===== src/rtl/atmos_light_est.sv =====
// Tracks the brightest dark-channel pixel per frame and publishes its RGB (clamped) as atmospheric light A.
// Latency: 2 clk from raw vsync fall to atmos_valid; no backpressure: the pixel stream never stalls, outputs hold between pulses.
module atmos_light_est #(
    parameter int IMG_W  = 640,
    parameter int IMG_H  = 480,
    parameter int A_MAX  = 220,
    parameter int A_INIT = 255,
    localparam int XW = $clog2(IMG_W),
    localparam int YW = $clog2(IMG_H)
) (
    input  logic          clk,
    input  logic          rst,
    input  logic          per_frame_vsync,
    input  logic          per_frame_href,
    input  logic          per_frame_clken,
    input  logic [7:0]    per_dark,
    input  logic [23:0]   per_img,
    output logic [7:0]    atmos_r,
    output logic [7:0]    atmos_g,
    output logic [7:0]    atmos_b,
    output logic [7:0]    atmos_dark,
    output logic [XW-1:0] atmos_x,
    output logic [YW-1:0] atmos_y,
    output logic          atmos_valid
);

    logic          vsync_d;
    logic          href_d;
    logic          hist_vld;
    logic          armed;
    logic          seen;
    logic          pub_pend;
    logic [7:0]    run_max;
    logic [23:0]   cap_rgb;
    logic [XW-1:0] cap_x;
    logic [YW-1:0] cap_y;
    logic [XW-1:0] x_cnt;
    logic [YW-1:0] y_cnt;

    logic          vs_rise;
    logic          vs_fall;
    logic          href_fall;
    logic          acc;
    logic          take;
    logic          eff_seen;
    logic [7:0]    eff_max;
    logic [XW-1:0] eff_x;
    logic [YW-1:0] eff_y;
    logic [XW-1:0] x_inc;
    logic [YW-1:0] y_inc;

    function automatic logic [7:0] clamp8(input logic [7:0] v);
        return (v > 8'(A_MAX)) ? 8'(A_MAX) : v;
    endfunction

    // hist_vld masks the first cycle after reset, so a frame already in
    // progress does not look like a rising vsync edge.
    always_comb begin
        vs_rise   = per_frame_vsync & ~vsync_d & hist_vld;
        vs_fall   = ~per_frame_vsync & vsync_d;
        href_fall = ~per_frame_href & href_d;
        acc       = per_frame_vsync & per_frame_href & per_frame_clken;
        eff_seen  = vs_rise ? 1'b0 : seen;
        eff_max   = vs_rise ? 8'd0 : run_max;
        eff_x     = vs_rise ? '0 : x_cnt;
        eff_y     = vs_rise ? '0 : y_cnt;
        take      = acc & (~eff_seen | (per_dark > eff_max));
        x_inc     = (eff_x == XW'(IMG_W - 1)) ? eff_x : eff_x + 1'b1;
        y_inc     = (eff_y == YW'(IMG_H - 1)) ? eff_y : eff_y + 1'b1;
    end

    always_ff @(posedge clk) begin
        if (rst) begin
            vsync_d     <= 1'b0;
            href_d      <= 1'b0;
            hist_vld    <= 1'b0;
            armed       <= 1'b0;
            seen        <= 1'b0;
            pub_pend    <= 1'b0;
            run_max     <= 8'd0;
            cap_rgb     <= 24'd0;
            cap_x       <= '0;
            cap_y       <= '0;
            x_cnt       <= '0;
            y_cnt       <= '0;
            atmos_r     <= 8'(A_INIT);
            atmos_g     <= 8'(A_INIT);
            atmos_b     <= 8'(A_INIT);
            atmos_dark  <= 8'd0;
            atmos_x     <= '0;
            atmos_y     <= '0;
            atmos_valid <= 1'b0;
        end else begin
            vsync_d     <= per_frame_vsync;
            href_d      <= per_frame_href;
            hist_vld    <= 1'b1;
            atmos_valid <= 1'b0;
            pub_pend    <= 1'b0;

            if (vs_rise) begin
                armed   <= 1'b1;
                seen    <= 1'b0;
                run_max <= 8'd0;
                x_cnt   <= '0;
                y_cnt   <= '0;
            end

            // Strict compare keeps the first pixel in raster order on ties.
            if (acc) begin
                if (take) begin
                    run_max <= per_dark;
                    cap_rgb <= per_img;
                    cap_x   <= eff_x;
                    cap_y   <= eff_y;
                    seen    <= 1'b1;
                end
                x_cnt <= x_inc;
            end

            if (href_fall) begin
                x_cnt <= '0;
                y_cnt <= y_inc;
            end

            if (vs_fall) begin
                pub_pend <= armed & seen;
                armed    <= 1'b0;
            end

            // Captured registers are read before any same-edge capture of a
            // back-to-back frame overwrites them.
            if (pub_pend) begin
                atmos_r     <= clamp8(cap_rgb[23:16]);
                atmos_g     <= clamp8(cap_rgb[15:8]);
                atmos_b     <= clamp8(cap_rgb[7:0]);
                atmos_dark  <= run_max;
                atmos_x     <= cap_x;
                atmos_y     <= cap_y;
                atmos_valid <= 1'b1;
            end
        end
    end

endmodule

===== config.mk =====
export PLATFORM = sky130hd
export DESIGN_NAME = atmos_light_est
export DESIGN_NICKNAME = d
export VERILOG_FILES = /design/src/rtl/atmos_light_est.sv
export SDC_FILE = /design/constraint.sdc
export NUM_CORES = 1
export LEC_CHECK = 0
export CAP_MARGIN = 20
export CORE_ASPECT_RATIO = 0.5
export CORE_MARGIN = 10
export CORE_UTILIZATION = 56
export CTS_BUF_LIST = sky130_fd_sc_hd__clkbuf_16
export CTS_CLUSTER_DIAMETER = 100
export DETAILED_ROUTE_END_ITERATION = 6
export DONT_BUFFER_PORTS = 1
export PLACE_DENSITY = 0.71
export SLEW_MARGIN = 20
export SYNTH_ARGS = -nofsm -noshare
export SYNTH_HDL_FRONTEND = slang
export SYNTH_SLANG_ARGS = --single-unit

===== constraint.sdc =====
create_clock -name clk -period 3.2 [get_ports clk]
set_input_delay 0.64 -clock clk [delete_from_list [all_inputs] [get_ports clk]]
set_output_delay 0.64 -clock clk [all_outputs]
set_load 0.01 [all_outputs]

==> results.json <==
{
  "yosysSeqAreaShare": 0.502,
  "overflow": 0,
  "fin_crit_sh": 0.823,
  "tightest_slew_ns": 0.625,
  "syn-num-nets": 620,
  "dp.cells": 661,
  "rsz0062_at_grt": "no",
  "setup_ws_ns": 0.566,
  "route.detailed.drc": 0,
  "pre_cts_slack_ns": 0.387,
  "hold_viol_final": 0,
  "crit_path_end_kind": "register",
  "ys_ff_latch": 128,
  "clk_pin_slew_ns": 0.06,
  "synth_cells": 573,
  "grt_pass1_vias": 3754,
  "cts_tree": "built",
  "crit_fanout": 29,
  "ys.flop_type": "dfxtp_1",
  "p_per_area_nw_per_um2": 626,
  "cts_sinks": 128,
  "ios": 89,
  "diodes": 0,
  "cts_inserted_buffers": 17,
  "cap_violations": 0,
  "die_h_um": 87.5,
  "fill_cells": 745,
  "drt_wl_total_mm": 11.4,
  "grt_pass1_wl_mm": 18.9,
  "status": "finished, final reports clean",
  "startpoint_type": "register",
  "fmax_mhz": 380,
  "htree_levels": 4,
  "yosys.area.top_type": "dfxtp_1",
  "skew_ns": 0.00972,
  "ys_types": 46,
  "die_area_um2": 13600,
  "antenna_found_initial": 0,
  "dp_hpwl_mm": 7.56,
  "setup-tns-final_ns": 0,
  "antenna_left": 0,
  "synth_edf_count": 0,
  "die_width_um": 155,
  "finalPower_mw": 3.53,
  "hold_path.class": "in2reg",
  "synth_top_cells_by_area": "dfxtp_1 (50%), nand2_1 (8.7%), mux2i_1 (6.9%)",
  "track_usage": 0.171,
  "core_um2": 8800,
  "register_area_um2": 2560,
  "slew_violations": 0,
  "io_buffers": 0,
  "leakagePower_nw": 1.96,
  "hold_buffers": 0,
  "synth.avg_cell_area_um2": 8.90,
  "criticalPathCategory": "reg2reg",
  "vias": 3912,
  "cp.required_ns": 3.52,
  "grt_start_max_net_pins": 99,
  "areaGrowthSynthToFinish_pct": 10.4,
  "cts_resized": 0,
  "async_flop_share": 0,
  "synth_top_area_frac": 0.502,
  "netlist_area_um2": 5100,
  "finalSetupViolCount": 0,
  "cts_root_buf": "clkbuf_16",
  "clockBufferDepth": 2,
  "drt-initial-drc-count": 213,
  "cts_setup_buffers": 0,
  "relSlewSlack": 0.581,
  "multi_input_area_um2": 2300,
  "place_congestion": 0.881,
  "wl_per_cell_um": 16.4,
  "drive_gt1_frac": 0.0694,
  "nets": 610,
  "start_util": 0.580,
  "fin_crit_ns": 2.63,
  "hold-worst-slack_ns": 0.311,
  "dr.pass1.iters": 6,
  "irDropWorstVdd_v": 0.000418,
  "fp-row-count": 24,
  "vias_per_cell": 5.65,
  "synth_warnings": 0,
  "arrival_ns": 2.96,
  "clkLatencyLatePin_ns": 0.41,
  "final_cells": 693
}
==> layer usage <==
layer,up-vias,global-route usage,wire length [µm]
met5,-,0,0
li1,1962,-,-
met4,0,0.0452,85
met1,1851,0.215,5330
met3,9,0.0745,923
met2,90,0.262,5050
==> synthesized netlist by cell type, drive strengths merged (6+ instances only) <==
library cell  instances
buf                  20
nand4                 6
and2                  7
a221o                 7
o21ai                 8
dfxtp               128
nand2               118
mux2i                35
ha                   10
nor3                  6
o22ai                 9
nand3                34
clkbuf               16
nor2                 52
a21oi                65
==> flip-flops by register name, summed over array words and instances (netlist names), 8 cells and up <==
| name | cells |
|---|---|
| x_cnt | 10 |
| cap_y | 9 |
| cap_x | 10 |
| run_max | 8 |
| atmos_b | 8 |
| y_cnt | 9 |
| atmos_g | 8 |
| atmos_r | 8 |
| atmos_x | 10 |
| atmos_dark | 8 |
| cap_rgb | 24 |
| atmos_y | 9 |
==> per-stage QoR <==
step	cell area, µm²	utilization
final	5630	0.640
after detailed placement	5080	0.577
after global placement	5080	0.577
after floorplan	5100	-
after global routing	5630	0.640
after CTS	5630	0.640
==> cells in the final DEF (no fill, tap or decap), drive strengths merged, types with 3 or more instances in the layout <==
master and count:
nor2b 5, a221o 7, a21oi 65, nand4 6, mux2i 35, xnor2 4
o2111a 3, clkinv 9, and3 3, o211ai 4, clkbuf 17, o22ai 9
dfxtp 128, inv 5, nand3 34, xor2 5, buf 7, o21ai 8
nand2b 3, nand2 118, and2 7, clkinvlp 3, ha 10, nor3 6
nor2 52
==> power breakdown <==
| group | internal (mW) | switching (mW) | leakage (nW) |
|---|---|---|---|
| logic | 0.0332 | 0.0621 | 0.651 |
| registers | 1.61 | 0.0138 | 1.04 |
| clock network | 1.12 | 0.681 | 0.271 |
==> worst max-delay path: stages, from the launching register on <==
cell and delay (ns):
dfxtp_1 0.32, nand3b_4 0.34, and2_1 0.29, ha_1 0.27, nand4_1 0.09, or4b_4 0.51, o211ai_4 0.09, buf_4 0.31
nand3_1 0.14, a21oi_1 0.19
==> layout make-up <==
cell class | count | area share
multi-input combinational | 405 | 0.408
timing repair buffer | 7 | 0.00933
sequential | 128 | 0.455
clock buffer | 17 | 0.0755
inverter | 4 | 0.00267
tap | 117 | 0.0260
clock inverter | 15 | 0.0229
==> path summary, 6_finish.rpt <==
path	start	to	slack [ns]	cells past startpoint
setup / recovery	vsync_d	run_max[1]	0.57	9
setup reg to reg	vsync_d	run_max[1]	0.57	9
hold reg to reg	armed	pub_pend	0.43	2
hold / removal	rst	cap_rgb[5]	0.31	1
==> cells by family after synthesis <==
family	share of synthesized area
compound gates	0.125
xor+xnor	0.0155
fa+ha+maj	0.0245
buf+inv	0.0466
flops	0.502
mux	0.0687
simple gates	0.218
Note: power is estimated with default switching activity, not from simulation.
